### config.mk
export PLATFORM = sky130hd
export DESIGN_NAME = rcc_div_ratio_det_flat
export DESIGN_NICKNAME = d
export VERILOG_FILES = /design/src/rtl/rcc_div_ratio_det_if.sv /design/src/rtl/rcc_div_ratio_det.sv /design/src/flat_wrapper.sv
export SDC_FILE = /design/constraint.sdc
export NUM_CORES = 1
export LEC_CHECK = 0
export ABC_AREA = 1
export BUFFER_PORTS_ARGS = -buffer_cell sky130_fd_sc_hd__clkbuf_2
export CAP_MARGIN = 40
export CELL_PAD_IN_SITES_DETAIL_PLACEMENT = 1
export CELL_PAD_IN_SITES_GLOBAL_PLACEMENT = 2
export CORE_MARGIN = 10
export CORE_UTILIZATION = 30
export CTS_CLUSTER_SIZE = 25
export DETAILED_ROUTE_END_ITERATION = 12
export PLACE_DENSITY_LB_ADDON = 0.1
export SYNTH_ARGS = -nofsm -noshare
export SYNTH_HDL_FRONTEND = slang
export SYNTH_SLANG_ARGS = --single-unit
export TNS_END_PERCENT = 100
### constraint.sdc
create_clock -name i_clk -period 5.4 [get_ports i_clk]
set_clock_uncertainty 0.05 [all_clocks]
set_input_delay 0.81 -clock i_clk [delete_from_list [all_inputs] [get_ports i_clk]]
set_output_delay 0.81 -clock i_clk [all_outputs]
set_load 0.005 [all_outputs]
### src/rtl/rcc_div_ratio_det_if.sv
// Bus bundle for the divider-ratio detector.
// Optional compare feature: define RCC_DIV_DET_CMP_EN to add exp_sel / det_mis.
interface rcc_div_ratio_det_if;
  logic       en;
  logic       div_en;
  logic [3:0] det_sel;
  logic       det_vld;
  logic       det_err;
`ifdef RCC_DIV_DET_CMP_EN
  logic [3:0] exp_sel;
  logic       det_mis;

  modport master (
    output en, div_en, exp_sel,
    input  det_sel, det_vld, det_err, det_mis
  );
  modport slave (
    input  en, div_en, exp_sel,
    output det_sel, det_vld, det_err, det_mis
  );
`else
  modport master (
    output en, div_en,
    input  det_sel, det_vld, det_err
  );
  modport slave (
    input  en, div_en,
    output det_sel, det_vld, det_err
  );
`endif
endinterface

### src/rtl/rcc_div_ratio_det.sv
// Divider ratio detector: measures the spacing of div_en pulses in i_clk
// cycles, maps legal periods to a divider select code and reports it once
// LOCK_CNT consecutive identical periods have been seen.
// Optional compare feature: define RCC_DIV_DET_CMP_EN to add exp_sel / det_mis.
module rcc_div_ratio_det #(
  parameter int unsigned LOCK_CNT = 2
) (
  input  logic                i_clk,
  input  logic                rst,
  rcc_div_ratio_det_if.slave  bus
);

  localparam logic [1:0] ST_IDLE = 2'd0;
  localparam logic [1:0] ST_ARM  = 2'd1;
  localparam logic [1:0] ST_MEAS = 2'd2;
  localparam logic [1:0] ST_LOCK = 2'd3;

  localparam logic [9:0] CNT_MAX  = '1;
  localparam logic [2:0] LOCK_TGT = 3'(LOCK_CNT);

  logic [1:0] state, state_nxt;
  logic [9:0] cnt, cnt_nxt;
  logic [2:0] match, match_nxt;
  logic [3:0] cand, cand_nxt;
  logic [3:0] sel, sel_nxt;
  logic       vld, vld_nxt;
  logic       err, err_nxt;
  logic       legal;
  logic [3:0] code;

  // Period-to-code decode of the running counter (only meaningful on div_en)
  always_comb begin
    legal = 1'b1;
    code  = '0;
    case (cnt)
      10'd1:   code = 4'b0000;
      10'd2:   code = 4'b1000;
      10'd4:   code = 4'b1001;
      10'd8:   code = 4'b1010;
      10'd16:  code = 4'b1011;
      10'd64:  code = 4'b1100;
      10'd128: code = 4'b1101;
      10'd256: code = 4'b1110;
      10'd512: code = 4'b1111;
      default: legal = 1'b0;
    endcase
  end

  // Next-state logic for the measurement FSM, period counter and outputs.
  // Codes map one-to-one onto legal periods, so the candidate is kept as a
  // code rather than a raw period. An illegal period's terminating pulse
  // already serves as the arming pulse, so measurement resumes directly.
  always_comb begin
    state_nxt = state;
    cnt_nxt   = cnt;
    match_nxt = match;
    cand_nxt  = cand;
    sel_nxt   = sel;
    vld_nxt   = vld;
    err_nxt   = 1'b0;

    if (bus.div_en)
      cnt_nxt = 10'd1;
    else if (cnt != CNT_MAX)
      cnt_nxt = cnt + 10'd1;

    if (!bus.en) begin
      state_nxt = ST_IDLE;
      cnt_nxt   = '0;
      match_nxt = '0;
      vld_nxt   = 1'b0;
    end else begin
      case (state)
        ST_IDLE: begin
          cnt_nxt   = '0;
          state_nxt = ST_ARM;
        end
        ST_ARM: begin
          if (bus.div_en)
            state_nxt = ST_MEAS;
        end
        ST_MEAS, ST_LOCK: begin
          if (bus.div_en) begin
            if (!legal) begin
              err_nxt   = 1'b1;
              vld_nxt   = 1'b0;
              match_nxt = '0;
              state_nxt = ST_MEAS;
            end else if ((match != 3'd0) && (code == cand)) begin
              if (state == ST_MEAS) begin
                match_nxt = match + 3'd1;
                if ((match + 3'd1) == LOCK_TGT) begin
                  state_nxt = ST_LOCK;
                  sel_nxt   = cand;
                  vld_nxt   = 1'b1;
                end
              end
            end else begin
              match_nxt = 3'd1;
              cand_nxt  = code;
              if (state == ST_LOCK) begin
                vld_nxt   = 1'b0;
                state_nxt = ST_MEAS;
              end else if (LOCK_TGT == 3'd1) begin
                state_nxt = ST_LOCK;
                sel_nxt   = code;
                vld_nxt   = 1'b1;
              end
            end
          end else if (cnt == CNT_MAX) begin
            err_nxt   = 1'b1;
            vld_nxt   = 1'b0;
            match_nxt = '0;
            state_nxt = ST_ARM;
          end
        end
        default: state_nxt = ST_IDLE;
      endcase
    end
  end

  // State and output registers, asynchronously cleared by rst
  always_ff @(posedge i_clk or posedge rst) begin
    if (rst) begin
      state <= ST_IDLE;
      cnt   <= '0;
      match <= '0;
      cand  <= '0;
      sel   <= '0;
      vld   <= 1'b0;
      err   <= 1'b0;
    end else begin
      state <= state_nxt;
      cnt   <= cnt_nxt;
      match <= match_nxt;
      cand  <= cand_nxt;
      sel   <= sel_nxt;
      vld   <= vld_nxt;
      err   <= err_nxt;
    end
  end

  assign bus.det_sel = sel;
  assign bus.det_vld = vld;
  assign bus.det_err = err;

`ifdef RCC_DIV_DET_CMP_EN
  logic mis;

  // Mismatch flag built from next-cycle lock state so it tracks det_vld exactly
  always_ff @(posedge i_clk or posedge rst) begin
    if (rst)
      mis <= 1'b0;
    else
      mis <= vld_nxt & (sel_nxt != bus.exp_sel);
  end

  assign bus.det_mis = mis;
`endif

endmodule
### src/flat_wrapper.sv
// flat-port wrapper written by rule: the top's interface ports become plain ports
module rcc_div_ratio_det_flat 
#(
  parameter int unsigned LOCK_CNT = 2
)
  (i_clk, rst, bus_en, bus_div_en, bus_det_sel, bus_det_vld, bus_det_err);
  rcc_div_ratio_det_if bus_i ();
  input  logic i_clk;
  input  logic rst;
  input wire logic [$bits(bus_i.en)-1:0] bus_en;
  input wire logic [$bits(bus_i.div_en)-1:0] bus_div_en;
  output wire logic [$bits(bus_i.det_sel)-1:0] bus_det_sel;
  output wire logic [$bits(bus_i.det_vld)-1:0] bus_det_vld;
  output wire logic [$bits(bus_i.det_err)-1:0] bus_det_err;
  assign bus_i.en = bus_en;
  assign bus_i.div_en = bus_div_en;
  assign bus_det_sel = bus_i.det_sel;
  assign bus_det_vld = bus_i.det_vld;
  assign bus_det_err = bus_i.det_err;
  rcc_div_ratio_det #(.LOCK_CNT(LOCK_CNT)) u_core (.i_clk(i_clk), .rst(rst), .bus(bus_i));
endmodule
## After elaboration in Yosys (flattened, before gate mapping)

Cells that the tools add are included.

- $add $sub $neg: 2
- Equal/unequal tests: 27
- Mux-type cells: 37
- Bitwise logic cells: 1
- Reduce and logical (&&, ||, !) cells: 10

Operators by type and width:

| kind | count |
|---|---|
| 2-to-1 mux 10 bit | 4 |
| one-hot mux 4 bit (8 select lines) | 1 |
| 2-to-1 mux 3 bit | 7 |
| equality test 10 bit (second input constant) | 2 |
| 2-to-1 mux 2 bit | 9 |
| != test 6 bit (second input constant) | 3 |
| 2-to-1 mux 1 bit | 15 |
| != test 5 bit (second input constant) | 3 |
| AND reduction 5 bit | 3 |
| adder 10 x 1 -> 10 bit (second input constant) | 1 |
| equality test 10 x 1 -> 1 bit (second input constant) | 1 |
| equality test 10 x 2 -> 1 bit (second input constant) | 1 |
| equality test 10 x 3 -> 1 bit (second input constant) | 1 |
| equality test 10 x 4 -> 1 bit (second input constant) | 1 |
| equality test 10 x 5 -> 1 bit (second input constant) | 1 |
| equality test 10 x 7 -> 1 bit (second input constant) | 1 |
| equality test 10 x 8 -> 1 bit (second input constant) | 1 |
| equality test 10 x 9 -> 1 bit (second input constant) | 1 |
| != test 10 bit (second input constant) | 1 |
| OR reduction 9 bit | 1 |
| AND reduction 7 bit | 1 |
| one-hot mux 2 bit (3 select lines) | 1 |
| equality test 2 bit (second input constant) | 2 |
| equality test 4 bit | 1 |
| other kinds (14) | 14 |

- Bits in registers: 25
- Input bits: 4
- Output and inout bits: 6
- Logic and storage cells: 84

## Logic depth before layout (Yosys ltp)

- Word-level depth: 9
- Depth in mapped cells: 17
- Depth with buffers taken out: 17

## Least setup slack after synthesis

No wires, ideal clock.

- Path kind: register to register
- Start point: register u_core.cnt[0]
- End point: register u_core.vld (netlist: u_core.bus.det_vld)
- Setup time: 0.123 ns
- Arrival time: 1.872 ns
- Data required time: 5.227 ns
- Path slack: 3.355 ns
- Stages on the path, launching flop included: 16
- Path buffers: 0
- Period minus slack after synthesis: 2.045 ns
- Path through: dfrtp_1 -> inv_1 -> ha_1 -> inv_1 -> nor2_2 -> nand3_2 -> nand3_1 -> nand3_1 -> nor2_2 -> nand4_4 -> nor2_4 -> nand2_2 -> nand2_4 -> nor2_1 -> nand2_1 -> nand2_1

- Word-level cells in the longest chain between the ends: 9
- Elaborated cells on any way between the ends: 25
- Classes of those cells: eq/ne (15); mux (7); reduce/logical (3)

Ends and longest elaborated chain:

| element | line | RTL |
|---|---|---|
| start, declared | rcc_div_ratio_det.sv:22 | `logic [9:0] cnt, cnt_nxt;` |
| start signal, assigned | rcc_div_ratio_det.sv:134 | `cnt <= cnt_nxt;` |
| equality test 10 bit, or another cell as far along | rcc_div_ratio_det.sv:35 | `case (cnt)` |
| one-hot mux 4 bit (8 select lines) | rcc_div_ratio_det.sv:35 |  |
| equality test 4 bit | rcc_div_ratio_det.sv:89 | `end else if ((match != 3'd0) && (code == cand)) begin` |
| logical AND 1 bit | rcc_div_ratio_det.sv:89 |  |
| 2-to-1 mux 1 bit | rcc_div_ratio_det.sv:89 |  |
| 2-to-1 mux 1 bit | rcc_div_ratio_det.sv:84 | `if (!legal) begin` |
| 2-to-1 mux 1 bit | rcc_div_ratio_det.sv:83 | `if (bus.div_en) begin` |
| 2-to-1 mux 1 bit | rcc_div_ratio_det.sv:73 | `case (state)` |
| 2-to-1 mux 1 bit | rcc_div_ratio_det.sv:67 | `if (!bus.en) begin` |
| end signal, assigned | rcc_div_ratio_det.sv:138 | `vld <= vld_nxt;` |
| end, declared | rcc_div_ratio_det.sv:26 | `logic vld, vld_nxt;` |

Several ways; a longest one is shown, not always the timed one. The select of a mux whose other input is x is not followed.
A chain may end at the register's enable or synchronous reset.

## Worst setup path after layout

Same ends and word-level chain as after synthesis.

==> results.py <==
metrics = {
    "place": {
        "hpwl_um": 4055,
        "gp_congestion": 0.7319,
        "numPortBuffers": 9,
    },
    "detailed_routing": {
        "drtAntennaViolNets": 0,
        "routed-via-count": 1624,
        "via_per_inst": 4.680,
        "dr.first_iter.drc_count": 46,
        "drt-pass1-iter-count": 4,
        "routed_wl_um": 4761,
        "wl_per_cell_um": 13.72,
        "drc": 0,
    },
    "setup_path": {
        "worstSetupStartpointType": "flip-flop",
        "crit_path_end_kind": "flip-flop",
        "path_cells": "inv_1 > ha_1 > inv_1 > nor2_2 > nand3_2 > nand3_1 > nand3_1 > inv_1 > nand2_1 > nor2_8 > nand3_2 > nor3b_2 > nand2_1 > nand2_1",
        "cpPeakStageDelay_ns": 0.42,
        "cpMaxStageDelayCell": "dfrtp_1",
        "r2r_cells": 14,
        "cp_num_buf_inv": 3,
        "cp.arrival_ns": 2.61,
        "crit_required_ns": 5.56,
        "worst-path-max-fanout": 6,
        "cp.depth": 14,
        "path_delay_family": "simple AND/OR/NAND/NOR gates",
        "worstSetupPathType": "flip-flop to flip-flop",
        "r2r_setup_slack_ns": 2.95,
    },
    "clock_tree": {
        "hold_buffers": 0,
        "clk_latency_ns": 0.27,
        "cts_setup_buffers": 0,
        "clk_pin_slew_worst_paths_ns": 0.10,
        "cts_root_buffer": "clkbuf_8",
        "ctsResizeCount": 0,
        "cts.sinks": 25,
        "cts_tree": "done",
        "cts_buffers": 3,
        "clockBufferDepth": 2,
        "htree_levels": 1,
    },
    "sta": {
        "max_freq_mhz": 408.1,
        "max_slew_margin_pct": 70.11,
        "max_slew.worst_pin.slew_ns": 0.4479,
        "slew_violations": 0,
        "min_period_ns": 2.450,
        "setup_violations": 0,
        "rsz0062_at_grt": "no",
        "holdWs_ns": 0.4441,
        "tns_ns": 0,
        "final_hold_viol_count": 0,
        "finalCritPeriodShare_pct": 45.38,
    },
    "pwr": {
        "vdd_drop_max_mv": 0.1180,
        "p_per_area_nw_per_um2": 265.3,
        "leakagePower_nw": 1.100,
    },
    "floorplan": {
        "die_width_um": 99.44,
        "core_region_area_um2": 6026,
        "initial_core_util_pct": 31.42,
        "die_y_um": 99.44,
        "die_area_um2": 9887,
        "num_io_pins": 10,
        "num_rows": 28,
    },
    "yosys": {
        "async_flop_share_pct": 100.0,
        "synth_cell_types": 31,
        "synth_nets": 269,
        "syn_inst": 258,
        "yosysSeqAreaShare_pct": 33.05,
        "yosysWarningCount": 0,
        "synth-seq-cells": 25,
        "synth_edf_count": 0,
        "synth_area_per_cell_um2": 7.337,
        "syn_area_um2": 1893,
        "synth-main-ff-cell": "dfrtp_1",
    },
    "grt": {
        "grt_pass1_wl_um": 8273,
        "track_usage_pct": 9.930,
        "grt_max_degree": 19,
        "grt-ovfl-total": 0,
        "antenna_found_initial": 0,
        "grt_pass1_vias": 1668,
    },
    "finish": {
        "area_growth_pct": 11.24,
        "drive_gt1_share_pct": 19.12,
        "nets": 284,
        "diodes": 0,
        "fillers": 767,
    },
    "min_path": {
        "holdPathStages": 2,
        "hp-class": "flip-flop to flip-flop",
    },
    "outcome": {
        "outcome": "complete, no violations",
    },
    "run": {
        "cap_violations": 0,
    },
}
-- power breakdown --
part | leakage [nW] | switching, mW | internal [mW] | total, mW
clock network | 0.0255 | 0.0634 | 0.0517 | 0.115
logic | 0.737 | 0.146 | 0.0632 | 0.210
registers | 0.337 | 0.0240 | 0.210 | 0.234
-- Yosys cell counts (2+ instances only) --
| cell | number | area share [%] |
|---|---|---|
| inv_2 | 8 | 1.6 |
| nand2_4 | 6 | 3.6 |
| nand4_1 | 5 | 1.7 |
| nand4_4 | 2 | 2.2 |
| nand2_1 | 61 | 12 |
| dfrtp_1 | 25 | 33 |
| xor2_1 | 2 | 0.93 |
| a21oi_1 | 4 | 1.1 |
| nor2_1 | 26 | 5.2 |
| nand2_2 | 7 | 2.3 |
| nor2_2 | 3 | 0.99 |
| nor3_1 | 5 | 1.3 |
| o21ai_0 | 18 | 4.8 |
| nand3_1 | 21 | 5.6 |
| o41ai_1 | 2 | 0.93 |
| nand3_2 | 4 | 2.1 |
| ha_1 | 7 | 4.6 |
| nor2_8 | 2 | 2.1 |
| nor2_4 | 2 | 1.2 |
| inv_1 | 36 | 7.1 |
| nor4_1 | 2 | 0.66 |
-- final cells by class --
cell class	count	area (um2)	share of cell area (%)
multi-input combinational	189	1102	52.35
timing repair buffer	10	72.57	3.446
tap	75	93.84	4.456
clock buffer	3	41.29	1.961
inverter	44	165.2	7.843
sequential	25	625.6	29.71
clock inverter	1	5.005	0.2377
-- placed cells by master (no fill, tap or decap), types with 7 or more instances in the layout --
master / synthesis / routed
ha_1: 7 / 7
nand2_2: 7 / 7
nand3_1: 21 / 21
clkbuf_2: 0 / 9
o21ai_0: 18 / 18
dfrtp_1: 25 / 25
inv_1: 36 / 36
inv_2: 8 / 8
nor2_1: 26 / 26
nand2_1: 61 / 61
-- flip-flops by register name, summed over array words and instances, names as in the netlist --
register            flops
u_core.cnt             10
u_core.bus.det_sel      4
u_core.bus.det_err      1
u_core.bus.det_vld      1
u_core.cand             4
u_core.match            3
u_core.state            2
-- layer usage --
| metal | up-vias | global-route usage, % | share of wire, % |
|---|---|---|---|
| met3 | 2 | 2.422 | 3.1 |
| met4 | 0 | 1.654 | 0.59 |
| met2 | 17 | 15.68 | 45 |
| li1 | 856 | - | - |
| met5 | - | 0 | 0 |
| met1 | 749 | 13.48 | 51 |
-- worst reg2reg max path, cell delays in order, from the launching register on --
cell and delay, ns:
dfrtp_1 0.42, inv_1 0.17, ha_1 0.24, inv_1 0.07
nor2_2 0.19, nand3_2 0.17, nand3_1 0.13, nand3_1 0.11
inv_1 0.07, nand2_1 0.12, nor2_8 0.16, nand3_2 0.12
nor3b_2 0.23, nand2_1 0.08, nand2_1 0.06
-- worst paths after layout --
kind	start	end
worst min-delay path	u_core.bus.det_sel[0]	u_core.bus.det_sel[0]
min in group asynchronous	rst	u_core.bus.det_sel[2]
worst max register to register	u_core.cnt[0]	u_core.bus.det_vld
worst max-delay path	u_core.cnt[0]	u_core.bus.det_vld
worst min register to register	u_core.bus.det_sel[0]	u_core.bus.det_sel[0]
max in group asynchronous	rst	u_core.cnt[1]
-- stage by stage --
step           utilization, %  instances  instance area (um2)  power (mW)  worst slack (ns)
2_1_floorplan               -        258                 1893      0.3953             3.355
3_3_place_gp            33.72        342                 2032      0.4532             2.957
3_5_place_dp            34.18        343                 2059      0.4529             2.939
4_1_cts                 34.95        347                 2106      0.5708             2.910
5_1_grt                 34.95        347                 2106      0.6064             2.687
6_report                34.95        347                 2106      0.5586             2.950
-- cells by family after synthesis --
kind of cell | synth area share (%)
compound gates | 8.726
flops | 33.05
xor+xnor | 0.9255
buf+inv | 8.724
simple gates | 43.95
fa+ha+maj | 4.626
Note: power is estimated with default switching activity, not from simulation.
